## config.mk

```make
export PLATFORM = sky130hd
export DESIGN_NAME = carry_chain_seq
export DESIGN_NICKNAME = d
export VERILOG_FILES = /design/src/rtl/carry_chain_seq.sv
export SDC_FILE = /design/constraint.sdc
export NUM_CORES = 1
export LEC_CHECK = 0
export ABC_CLOCK_PERIOD_IN_PS = 3170
export BUFFER_PORTS_ARGS = -buffer_cell sky130_fd_sc_hd__buf_4
export CORE_MARGIN = 2
export CORE_UTILIZATION = 30
export CTS_BUF_LIST = sky130_fd_sc_hd__clkbuf_2 sky130_fd_sc_hd__clkbuf_4 sky130_fd_sc_hd__clkbuf_8
export DETAILED_ROUTE_END_ITERATION = 10
export PLACE_DENSITY = 0.71
export SYNTH_ARGS = -nofsm -noshare
export SYNTH_HDL_FRONTEND = slang
export SYNTH_SLANG_ARGS = --single-unit
```

## constraint.sdc

```tcl
create_clock -name clk -period 3.17 [get_ports clk]
set_input_delay 0.1585 -clock clk [delete_from_list [all_inputs] [get_ports clk]]
set_output_delay 0.1585 -clock clk [all_outputs]
set_load 0.02 [all_outputs]
```

## src/rtl/carry_chain_seq.sv

```systemverilog
// Multi-word add/subtract sequencer. It splits a wide operation into
// WORD_SIZE slices, least-significant word first, and feeds each slice to an
// external combinational adder stage. Subtraction is done as x + ~y + 1:
// the borrow travels through the adder's ordinary carry path, so the adder's
// own sub mode is never used. Each accepted word produces one registered
// result word with a single output buffer and a ready/valid handshake.
// Chain flags (carry, zero, overflow) are valid on the last word.
module carry_chain_seq #(
    parameter int WORD_SIZE = 16
) (
    input  logic                 clk,
    input  logic                 rst_n,
    input  logic                 in_valid,
    output logic                 in_ready,
    input  logic [WORD_SIZE-1:0] in_x,
    input  logic [WORD_SIZE-1:0] in_y,
    input  logic                 in_sub,
    input  logic                 in_last,
    output logic [WORD_SIZE-1:0] as_x,
    output logic [WORD_SIZE-1:0] as_y,
    output logic                 as_sub,
    output logic                 as_carry,
    output logic                 as_cin,
    input  logic [WORD_SIZE-1:0] as_sum,
    input  logic                 as_cout,
    output logic                 out_valid,
    input  logic                 out_ready,
    output logic [WORD_SIZE-1:0] out_sum,
    output logic                 out_last,
    output logic                 out_c,
    output logic                 out_z,
    output logic                 out_v
);

    typedef enum logic {
        IDLE  = 1'b0,
        CHAIN = 1'b1
    } state_t;

    state_t state;
    state_t state_next;

    logic sub_q;
    logic carry_q;
    logic zacc;
    logic first;
    logic eff_sub;
    logic accept;
    logic zacc_next;
    logic ovf;

    // The adder always runs in plain add mode with its carry input enabled.
    assign as_sub   = 1'b0;
    assign as_carry = 1'b1;

    // A new word can enter whenever the output buffer is empty or draining.
    assign in_ready = !out_valid || out_ready;
    assign accept   = in_valid && in_ready;

    // State register: IDLE means the next accepted word starts a new chain.
    always_ff @(posedge clk or negedge rst_n) begin
        if (!rst_n) begin
            state <= IDLE;
        end else begin
            state <= state_next;
        end
    end

    // Next state: a non-last word enters or stays in CHAIN, a last word ends it.
    always_comb begin
        state_next = state;
        if (accept) begin
            if (in_last) begin
                state_next = IDLE;
            end else begin
                state_next = CHAIN;
            end
        end
    end

    // Adder operands: the operation is picked on the first word, later words
    // take the carry of the previous word as their carry-in.
    always_comb begin
        first   = (state == IDLE);
        eff_sub = first ? in_sub : sub_q;
        as_x    = in_x;
        as_y    = eff_sub ? ~in_y : in_y;
        as_cin  = first ? eff_sub : carry_q;
    end

    // Flag terms derived from the adder result of the word being offered.
    always_comb begin
        zacc_next = (first || zacc) && (as_sum == '0);
        ovf       = (as_x[WORD_SIZE-1] == as_y[WORD_SIZE-1]) &&
                    (as_sum[WORD_SIZE-1] != as_x[WORD_SIZE-1]);
    end

    // Datapath and output buffer: load on accept, otherwise hold and drain.
    always_ff @(posedge clk or negedge rst_n) begin
        if (!rst_n) begin
            out_valid <= 1'b0;
            out_sum   <= '0;
            out_last  <= 1'b0;
            out_c     <= 1'b0;
            out_z     <= 1'b0;
            out_v     <= 1'b0;
            carry_q   <= 1'b0;
            sub_q     <= 1'b0;
            zacc      <= 1'b1;
        end else if (accept) begin
            out_valid <= 1'b1;
            out_sum   <= as_sum;
            out_last  <= in_last;
            out_c     <= as_cout;
            out_z     <= zacc_next;
            out_v     <= ovf;
            carry_q   <= as_cout;
            zacc      <= zacc_next;
            if (first && !in_last) begin
                sub_q <= in_sub;
            end
        end else if (out_ready) begin
            out_valid <= 1'b0;
        end
    end

endmodule

```

==> impl_metrics.env, run 1 <==
export IMPL_status="finished clean"
export IMPL_avgViaCountPerCell=4.44
export IMPL_placedInstanceArea_sq_mm=0.00179
export IMPL_rsz0062_at_grt="no"
export IMPL_critPathLaunchType="register"
export IMPL_grt_antenna_before_repair=0
export IMPL_setup_tns_ns=0
export IMPL_dp_hpwl_mm=2.65
export IMPL_groute_layer_met1_usage_pct=13.1
export IMPL_grtUsageMet2_pct=24.3
export IMPL_p_switching_uw=373
export IMPL_numCtsBuffers=3
export IMPL_cts_setup_buffers=0
export IMPL_clk_latency_ns=0.26
export IMPL_grt_pass1_wl_mm=5.06
export IMPL_p_per_area_mw_per_mm2=574
export IMPL_seqPwrFrac_pct=35.5
export IMPL_synth_nets=157
export IMPL_grt_pass1_vias=1016
export IMPL_met3_usage_pct=4.36
export IMPL_first_pass_iters=4
export IMPL_finalCriticalPeriod_ns=1.95
export IMPL_cts_max_path_buffers=2
export IMPL_p_comb_share_pct=47.3
export IMPL_num_rows=23
export IMPL_cp_required_ns=3.01
export IMPL_drt_iter0_drc=14
export IMPL_end_kind="primary output"
export IMPL_synth_warnings=0
export IMPL_finalSetupViolations=0
export IMPL_gp_congestion=0.747
export IMPL_power_leakage_nw=0.884
export IMPL_port_buffer_count=79
export IMPL_cp_slowest_stage_delay_ns=0.68
export IMPL_p_int_uw=689
export IMPL_crit_arrival_ns=1.79
export IMPL_busiest_layer="met2"
export IMPL_h_tree_depth=1
export IMPL_clock_root_buffer="clkbuf_8"
export IMPL_vias=960
export IMPL_max_vdd_ir_drop_mv=0.290
export IMPL_ant_nets=0
export IMPL_synth_cell_type_count=21
export IMPL_crit_family="multiplexers"
export IMPL_fillerInstances=382
export IMPL_crit_chain="mux2i_4 > xnor2_2 > buf_4"
export IMPL_maxSlewViolCount=0
export IMPL_num_antenna_cells=0
export IMPL_die_area_sq_mm=0.00480
export IMPL_yosysSeqAreaShare_pct=47.1
export IMPL_max_cap_violations=0
export IMPL_wl_per_cell_um=14.5
export IMPL_grt_ovfl_total=0
export IMPL_die_h_um=69.3
export IMPL_ys_seq_elements=24
export IMPL_worst_path_buf_inv=1
export IMPL_critPathKind="register to primary output"
export IMPL_grt_usage_pct=13.0
export IMPL_tritoncts="yes"
export IMPL_relSlewSlack_pct=50.5
export IMPL_drive_gt1_share_pct=65.1
export IMPL_drc=0
export IMPL_worst_pin_slew_ns=0.727
export IMPL_synth_area_per_cell_sq_um=12.5
export IMPL_cts_clk_slew_worst_paths_ns=0.08
export IMPL_crit_slowest_cell="mux2i_4"
export IMPL_area_growth_pct=44.7
export IMPL_synthCells=102
export IMPL_fin_hold_ws_ns=0.0932
export IMPL_io_pins=112
export IMPL_netlist_area_sq_mm=0.00128
export IMPL_power_mw=1.06
export IMPL_grt_start_max_net_pins=25
export IMPL_cp_max_fo=16
export IMPL_routed_wl_mm=3.13
export IMPL_die_w_um=69.3
export IMPL_switching_share_pct=35.1
export IMPL_finalHoldViolCount=0
export IMPL_fin_crit_sh_pct=61.6
export IMPL_skew_ns=0.00444
export IMPL_cts_sinks=24
export IMPL_fmax_mhz=513
export IMPL_hold_path_class="primary input to register"
export IMPL_final_design_area_no_fill_sq_mm=0.00185
export IMPL_coreArea_sq_mm=0.00406
export IMPL_power_frac_clock_pct=17.2
export IMPL_start_util_pct=31.5
export IMPL_nNetsFinal=222
-- cell usage in the layout, fill, tap and decap left out, drive strengths merged --
cell,n
nor3,1
buf,80
dfstp,1
clkbuf,4
xnor2,16
nor4b,1
conb,2
mux2i,2
a221o,1
or4,1
inv,1
a21o,2
nand2b,2
dlygate4sd3,1
dfrtp,23
nand2,2
mux2,20
o21ai,1
nor4,4
nor3b,1
-- cell type report --
cell class	instances	area [sq um]	share of cell area [%]
clock buffers	4	48.8	2.64
inverters	1	3.75	0.203
multi-input cells	56	523	28.3
flip-flops and latches	24	602	32.5
well taps	50	62.6	3.38
repair buffers	81	611	33.0
-- power by group through the flow --
stage | combinational [mW] | clock, mW | sequential (mW)
CTS | 0.510 | 0.194 | 0.378
floorplan | 0.261 | 0 | 0.426
finish | 0.503 | 0.182 | 0.377
global route | 0.533 | 0.207 | 0.384
detailed placement | 0.508 | 0 | 0.383
global placement | 0.496 | 0 | 0.380
-- repair_timing --
action                    CTS  global route
gates resized for setup     0             0
hold buffers                1             0
hold endpoints to repair   23             0
-- routing by layer --
layer / part of all wire [%] / wire length, um / vias up
met3: 6.0 / 188 / 8
met1: 35 / 1090 / 457
li1: - / - / 453
met5: 0 / 0 / -
met2: 56 / 1740 / 42
met4: 3.5 / 108 / 0
-- Yosys cell counts --
cell type  count  share of area (%)
a21o_1         2                1.2
a221o_1        1               0.78
buf_2          3                1.2
buf_4         18                 11
conb_1         2               0.59
dfrtp_1       23                 45
dfstp_2        1                2.1
inv_1          1               0.29
mux2_2        20                 18
mux2i_1        1               0.78
mux2i_4        1                1.8
nand2_1        2               0.59
nand2b_1       2               0.98
nor3_1         1               0.39
nor3b_1        1               0.59
nor4_1         4                2.0
nor4b_2        1                1.2
o21ai_0        1               0.39
or4_1          1               0.59
xnor2_1       15                 10
xnor2_2        1                1.3
-- worst paths after layout --
check	start	endpoint	slack, ns	cells after the start
setup / recovery	state$_DFFE_PN0P_	as_y[15]	1.22	3
hold / removal	in_last	state$_DFFE_PN0P_	0.09	2
setup reg to reg	state$_DFFE_PN0P_	out_v$_DFFE_PN0P_	1.36	4
hold reg to reg	out_z$_DFFE_PN0P_	out_z$_DFFE_PN0P_	0.48	1
max in group asynchronous	rst_n	zacc$_DFFE_PN1P_	2.55	2
min in group asynchronous	rst_n	out_sum[7]$_DFFE_PN0P_	0.33	2
-- logic make-up after synthesis --
logic type	after synthesis	synth area share, %
DFF	24	47.1
muxes	22	20.2
buffers and inverters	22	12.0
xor gates and xnor gates	16	11.5
and+or+nand+nor	12	6.26
AOI/OAI and AO/OA	4	2.35
other	2	0.587
-- registers in the layout, indices dropped and copies added (netlist names) --
| name | cells |
|---|---|
| state | 1 |
| out_valid | 1 |
| carry_q | 1 |
| out_sum | 16 |
| out_z | 1 |
| out_last | 1 |
| sub_q | 1 |
| zacc | 1 |
| out_v | 1 |
-- worst reg2reg max path, cell delays in order, from the launching register on --
cell	delay, ns
dfrtp_1	0.45
mux2i_4	0.68
xnor2_2	0.21
nor4b_2	0.08
a221o_1	0.26
-- through the flow --
stage | worst slack, ns | std cells | util (%)
finish | 1.22 | 216 | 45.6
CTS | 1.20 | 216 | 45.6
global route | 1.10 | 216 | 45.6
detailed placement | 1.37 | 211 | 44.2
floorplan | 1.57 | 102 | -
global placement | 1.44 | 211 | 44.2
Power figures use the tool's default switching activity.
==> run 2, diff against run 1 <==
--- a/config.mk
+++ b/config.mk
@@ -5,7 +5,7 @@
 export SDC_FILE = /design/constraint.sdc
 export NUM_CORES = 1
 export LEC_CHECK = 0
-export ABC_CLOCK_PERIOD_IN_PS = 3170
+export ABC_CLOCK_PERIOD_IN_PS = 2000
 export BUFFER_PORTS_ARGS = -buffer_cell sky130_fd_sc_hd__buf_4
 export CORE_MARGIN = 2
 export CORE_UTILIZATION = 30
==> constraint.sdc (replaced) <==
create_clock -name clk -period 2 [get_ports clk]
set_input_delay 0.1 -clock clk [delete_from_list [all_inputs] [get_ports clk]]
set_output_delay 0.1 -clock clk [all_outputs]
set_load 0.02 [all_outputs]
==> run 2 against run 1 <==
Net effect: clock power up 130%; critical path depth increased by 1; combinational power rose by 60%; register-to-register slack worse by 0.87 ns; wire length decreased by 0.51%; core utilization grew 1.1 points; critical path type unchanged; highest routed layer unchanged; clock skew up 0.0039 ns; power increased by 72%; non-clock buffer count increased by 3; largest cell class unchanged.
==> impl_metrics.env, run 2 (same netlist as run 1, synthesis figures left out) <==
export IMPL_fin_crit_sh_pct=92.2
export IMPL_max_cap_violations=0
export IMPL_cp_max_fo=11
export IMPL_drt_iter0_drc=17
export IMPL_critPathLaunchType="register"
export IMPL_crit_arrival_ns=1.74
export IMPL_r2r_end="out_v$_DFFE_PN0P_"
export IMPL_crit_path_frequent_cell="buf_4"
export IMPL_finalSetupViolations=0
export IMPL_final_common_cell="buf_4"
export IMPL_pre_cts_slack_ns=0.448
export IMPL_cp_required_ns=1.90
export IMPL_final_design_area_no_fill_sq_mm=0.00190
export IMPL_wl_per_cell_um=14.2
export IMPL_cts_sinks=24
export IMPL_grt_usage_pct=13.2
export IMPL_avgViaCountPerCell=4.41
export IMPL_finalHoldViolCount=0
export IMPL_num_rows=23
export IMPL_worstRegToRegCells=4
export IMPL_numCtsBuffers=3
export IMPL_nNetsFinal=225
export IMPL_maxSlewViolCount=0
export IMPL_drc=0
export IMPL_grt_start_max_net_pins=25
export IMPL_grt_antenna_before_repair=0
export IMPL_cts_max_path_buffers=2
export IMPL_cts_clk_slew_worst_paths_ns=0.09
export IMPL_drive_gt1_share_pct=65.7
export IMPL_p_per_area_mw_per_mm2=963
export IMPL_area_growth_pct=48.2
export IMPL_worstHoldStart="in_last"
export IMPL_placedInstanceArea_sq_mm=0.00181
export IMPL_tritoncts="yes"
export IMPL_max_vdd_ir_drop_mv=0.380
export IMPL_dp_hpwl_mm=2.58
export IMPL_r2r_start="state$_DFFE_PN0P_"
export IMPL_power_leakage_nw=0.907
export IMPL_ant_nets=0
export IMPL_coreArea_sq_mm=0.00406
export IMPL_cts_resized=0
export IMPL_rsz0062_at_grt="no"
export IMPL_h_tree_depth=1
export IMPL_hold_path_depth=2
export IMPL_fin_util_pct=46.7
export IMPL_largest_reg_flops=16
export IMPL_gp_congestion=0.747
export IMPL_cp_slowest_stage_delay_ns=0.47
export IMPL_fin_ws_ns=0.156
export IMPL_ff2ff_setup_slack_ns=0.49
export IMPL_vias=965
export IMPL_num_antenna_cells=0
export IMPL_crit_slowest_cell="dfrtp_1"
export IMPL_worst_path_buf_inv=2
export IMPL_first_pass_iters=4
export IMPL_clk_latency_ns=0.27
export IMPL_io_pins=112
export IMPL_die_h_um=69.3
export IMPL_max_flop_register="out_sum"
export IMPL_crit_family="flip-flops"
export IMPL_worstHoldEndpoint="state$_DFFE_PN0P_"
export IMPL_crit_chain="mux2i_4 > buf_4 > xnor2_1 > buf_4"
export IMPL_power_mw=1.82
export IMPL_finalCriticalPeriod_ns=1.84
export IMPL_setup_tns_ns=0
export IMPL_dp_cells=214
export IMPL_fmax_mhz=542
export IMPL_hold_path_class="primary input to register"
export IMPL_port_buffer_count=79
export IMPL_final_cell_mix="83 x buf_4, 23 x dfrtp_1, 20 x mux2_2, 15 x xnor2_1, 4 x nor4_1"
export IMPL_grt_pass1_wl_mm=5.09
export IMPL_routed_wl_mm=3.11
export IMPL_end_kind="primary output"
export IMPL_grt_pass1_vias=1016
export IMPL_start_util_pct=31.5
export IMPL_clock_root_buffer="clkbuf_8"
export IMPL_grt_ovfl_total=0
export IMPL_critPathKind="register to primary output"
export IMPL_die_w_um=69.3
export IMPL_fin_hold_ws_ns=0.0236
export IMPL_die_area_sq_mm=0.00480
export IMPL_status="finished clean"
export IMPL_instances_no_fill=219
export IMPL_skew_ns=0.00839
run 2: cell count changes in the layout (fill, tap and decap cells not counted):
cell,before,now
bufinv_16,0,1
clkbuf_4,1,0
buf_4,80,83
run 2: area by class of cell:
cell class,count,area [sq um]
Inverter,1,3.75
Fill cell,374,2160
Clock buffer,3,41.3
Timing Repair Buffer,84,633
Tap cell,50,62.6
Sequential cell,24,602
Multi-Input combinational cell,56,523
Clock inverter,1,30.0
run 2: worst max-delay path by stage:
stage               cells past startpoint             startpoint                  end
finish                                  4      state$_DFFE_PN0P_              as_y[6]
global route                            4      state$_DFFE_PN0P_             as_y[10]
CTS                                     4      state$_DFFE_PN0P_              as_y[6]
detailed placement                      4      state$_DFFE_PN0P_              as_y[6]
global placement                        4      state$_DFFE_PN0P_              as_y[8]
floorplan                               4  out_valid$_DFFE_PN0P_  carry_q$_DFFE_PN0P_
run 2: metal layers:
layer,up-vias,wire length [um],track usage [%]
met1,460,1150,14.1
met5,-,0,0
met2,38,1720,24.1
met3,6,176,3.92
met4,0,66,5.23
li1,461,-,-
run 2: timing repair:
action | CTS | global route
hold buffers | 1 | 0
endpoints found under the hold margin | 23 | 0
buffers inserted | 0 | 0
run 2: worst reg2reg max path: stages, from the launching register on:
cell and delay, ns:
dfrtp_1 0.47, mux2i_4 0.40, xnor2_2 0.19, nor4b_2 0.08, a221o_1 0.26
run 2: power by group:
group | internal (mW) | switching [mW] | total [mW] | leakage (nW)
clock | 0.267 | 0.154 | 0.421 | 0.0357
combinational | 0.395 | 0.412 | 0.806 | 0.589
sequential | 0.553 | 0.0434 | 0.597 | 0.282
==> run 3, diff against run 2 <==
--- a/config.mk
+++ b/config.mk
@@ -5,13 +5,15 @@
 export SDC_FILE = /design/constraint.sdc
 export NUM_CORES = 1
 export LEC_CHECK = 0
+export ABC_AREA = 1
 export ABC_CLOCK_PERIOD_IN_PS = 2000
 export BUFFER_PORTS_ARGS = -buffer_cell sky130_fd_sc_hd__buf_4
 export CORE_MARGIN = 2
 export CORE_UTILIZATION = 30
 export CTS_BUF_LIST = sky130_fd_sc_hd__clkbuf_2 sky130_fd_sc_hd__clkbuf_4 sky130_fd_sc_hd__clkbuf_8
 export DETAILED_ROUTE_END_ITERATION = 10
-export PLACE_DENSITY = 0.71
+export HOLD_SLACK_MARGIN = 0.03
+export PLACE_DENSITY = 0.7
 export SYNTH_ARGS = -nofsm -noshare
 export SYNTH_HDL_FRONTEND = slang
 export SYNTH_SLANG_ARGS = --single-unit
==> run 3 against run 2 <==
Net effect: synthesized cell count is 61% higher; sequential power decreased by 1%; clock skew is 0.0031 ns lower; register-to-register slack improved by 0.22 ns; power down 10%; fmax up 18%; critical path depth rose by 1; non-clock buffer count is 3 lower; final cell count increased by 27%; hold slack better by 0.017 ns; flip-flop and latch count is the same; critical path type unchanged; critical endpoint is now as_y[13].
==> impl_metrics.env, run 3 <==
export IMPL_fin_ws_ns=0.438
export IMPL_grt_ovfl_total=0
export IMPL_netlist_area_sq_mm=0.00136
export IMPL_grt_pass1_vias=1148
export IMPL_p_per_area_mw_per_mm2=856
export IMPL_critPathKind="register to primary output"
export IMPL_crit_arrival_ns=1.46
export IMPL_die_w_um=71.2
export IMPL_cp_slowest_stage_delay_ns=0.45
export IMPL_final_cell_mix="80 x buf_4, 51 x nand2_1, 23 x dfrtp_1, 17 x inv_1, 14 x xor2_1"
export IMPL_hold_path_class="primary input to register"
export IMPL_nNetsFinal=282
export IMPL_port_buffer_count=79
export IMPL_io_pins=112
export IMPL_maxSlewViolCount=0
export IMPL_instances_no_fill=278
export IMPL_num_antenna_cells=0
export IMPL_status="finished clean"
export IMPL_rsz0062_at_grt="no"
export IMPL_fillerInstances=458
export IMPL_critPathLaunchType="register"
export IMPL_cts_sinks=24
export IMPL_pre_cts_slack_ns=0.699
export IMPL_yosys_area_top_type="dfrtp_1"
export IMPL_skew_ns=0.00530
export IMPL_coreArea_sq_mm=0.00435
export IMPL_routed_wl_mm=2.99
export IMPL_end_kind="primary output"
export IMPL_clock_root_buffer="clkbuf_8"
export IMPL_multiInputGateArea_sq_um=514
export IMPL_synth_edf_count=0
export IMPL_drt_iter0_drc=22
export IMPL_gp_congestion=0.693
export IMPL_numCtsBuffers=3
export IMPL_finalHoldViolCount=0
export IMPL_area_growth_pct=40.9
export IMPL_first_pass_iters=4
export IMPL_grt_antenna_before_repair=0
export IMPL_dp_cells=273
export IMPL_wl_per_cell_um=10.8
export IMPL_num_rows=24
export IMPL_synthCells=164
export IMPL_synth_warnings=0
export IMPL_finalCriticalPeriod_ns=1.56
export IMPL_cp_max_fo=17
export IMPL_start_util_pct=31.1
export IMPL_crit_path_frequent_cell="nand2_4"
export IMPL_max_cap_violations=0
export IMPL_grt_usage_pct=12.0
export IMPL_max_vdd_ir_drop_mv=0.397
export IMPL_finalSetupViolations=0
export IMPL_die_area_sq_mm=0.00508
export IMPL_synth_common_cells="51 x nand2_1, 23 x dfrtp_1, 19 x buf_4, 17 x inv_1, 14 x xor2_1"
export IMPL_synth_area_per_cell_sq_um=8.27
export IMPL_cts_clk_slew_worst_paths_ns=0.08
export IMPL_synthFlopType="dfrtp_1"
export IMPL_largest_reg_flops=16
export IMPL_async_flop_share_pct=100
export IMPL_ys_seq_elements=24
export IMPL_drc=0
export IMPL_cp_required_ns=1.90
export IMPL_fin_crit_sh_pct=78.1
export IMPL_die_h_um=71.2
export IMPL_setup_tns_ns=0
export IMPL_fmax_mhz=640
export IMPL_tritoncts="yes"
export IMPL_synth_nets=219
export IMPL_ant_nets=0
export IMPL_dp_hpwl_mm=2.44
export IMPL_drive_gt1_share_pct=39.8
export IMPL_yosysSeqAreaShare_pct=44.4
export IMPL_grt_pass1_wl_mm=4.87
export IMPL_regArea_sq_um=602
export IMPL_cts_max_path_buffers=2
export IMPL_synth_cell_type_count=19
export IMPL_yosysMostFrequentCell="nand2_1"
export IMPL_vias=1209
export IMPL_h_tree_depth=1
export IMPL_crit_slowest_cell="dfrtp_1"
export IMPL_clk_latency_ns=0.26
export IMPL_power_mw=1.63
export IMPL_avgViaCountPerCell=4.35
export IMPL_crit_chain="inv_1 > nand2_4 > nand2_4 > xor2_1 > buf_4"
export IMPL_fin_util_pct=43.9
export IMPL_max_flop_register="out_sum"
export IMPL_grt_start_max_net_pins=32
export IMPL_final_common_cell="buf_4"
export IMPL_power_leakage_nw=1.08
export IMPL_synth_top_area_share_pct=42.4
export IMPL_ys_top_cells_by_area="dfrtp_1 42%, nand2_1 14%, buf_4 11%"
==> run 3: layer usage <==
layer	GRT usage [%]	wire (um)
met1	13.3	1180
met2	21.6	1450
met3	3.23	341
met4	4.61	23
met5	0	0
==> run 3: timing repair <==
action | CTS | global route
resized for setup | 0 | 0
setup buffers | 0 | 0
hold buffers | 1 | 0
hold endpoints to repair | 24 | 0
==> run 3: per-stage QoR <==
step	hold slack, ns	instance area, sq um
final	0.0410	1910
after global routing	0.0360	1910
after CTS	0.0313	1910
after detailed placement	0.0177	1850
after global placement	0.0151	1850
after floorplan	-0.196	1360
==> run 3: final timing paths <==
check | from | endpoint | slack [ns] | depth (start not counted)
hold reg to reg | zacc$_DFFE_PN1P_ | zacc$_DFFE_PN1P_ | 0.47 | 2
max in group asynchronous | rst_n | zacc$_DFFE_PN1P_ | 1.45 | 2
setup / recovery | state$_DFFE_PN0P_ | as_y[13] | 0.44 | 5
setup reg to reg | state$_DFFE_PN0P_ | out_v$_DFFE_PN0P_ | 0.71 | 8
min in group asynchronous | rst_n | out_sum[4]$_DFFE_PN0P_ | 0.27 | 2
hold / removal | as_sum[14] | out_sum[14]$_DFFE_PN0P_ | 0.04 | 3
==> run 3: final cells by class <==
| type | count | area share (%) |
|---|---|---|
| Timing Repair Buffer | 81 | 32.0 |
| Clock buffer | 4 | 2.88 |
| Tap cell | 52 | 3.41 |
| Sequential cell | 24 | 31.5 |
| Inverter | 17 | 3.34 |
| Multi-Input combinational cell | 100 | 26.9 |
==> run 3: cells by family (layout without fill, tap and decap cells) <==
family | count (synthesis) | in the layout | share of synthesized area, %
buffers and inverters | 40 | 102 | 17.7
XOR/XNOR | 15 | 15 | 10.2
AO/OA/AOI/OAI | 12 | 12 | 4.80
AND/OR/NAND/NOR | 71 | 71 | 22.3
other | 2 | 2 | 0.554
flip-flops | 24 | 24 | 44.4
==> run 3: power breakdown <==
group	switching [mW]	internal [mW]
combinational	0.410	0.317
clock	0.142	0.175
sequential	0.0417	0.549
==> run 3: worst max-delay path: cells and delay by family, from the launching register on <==
family	cells	cell delay [ns]
flip-flops	1	0.45
AND/OR/NAND/NOR	2	0.29
buffers and inverters	2	0.28
XOR/XNOR	1	0.18
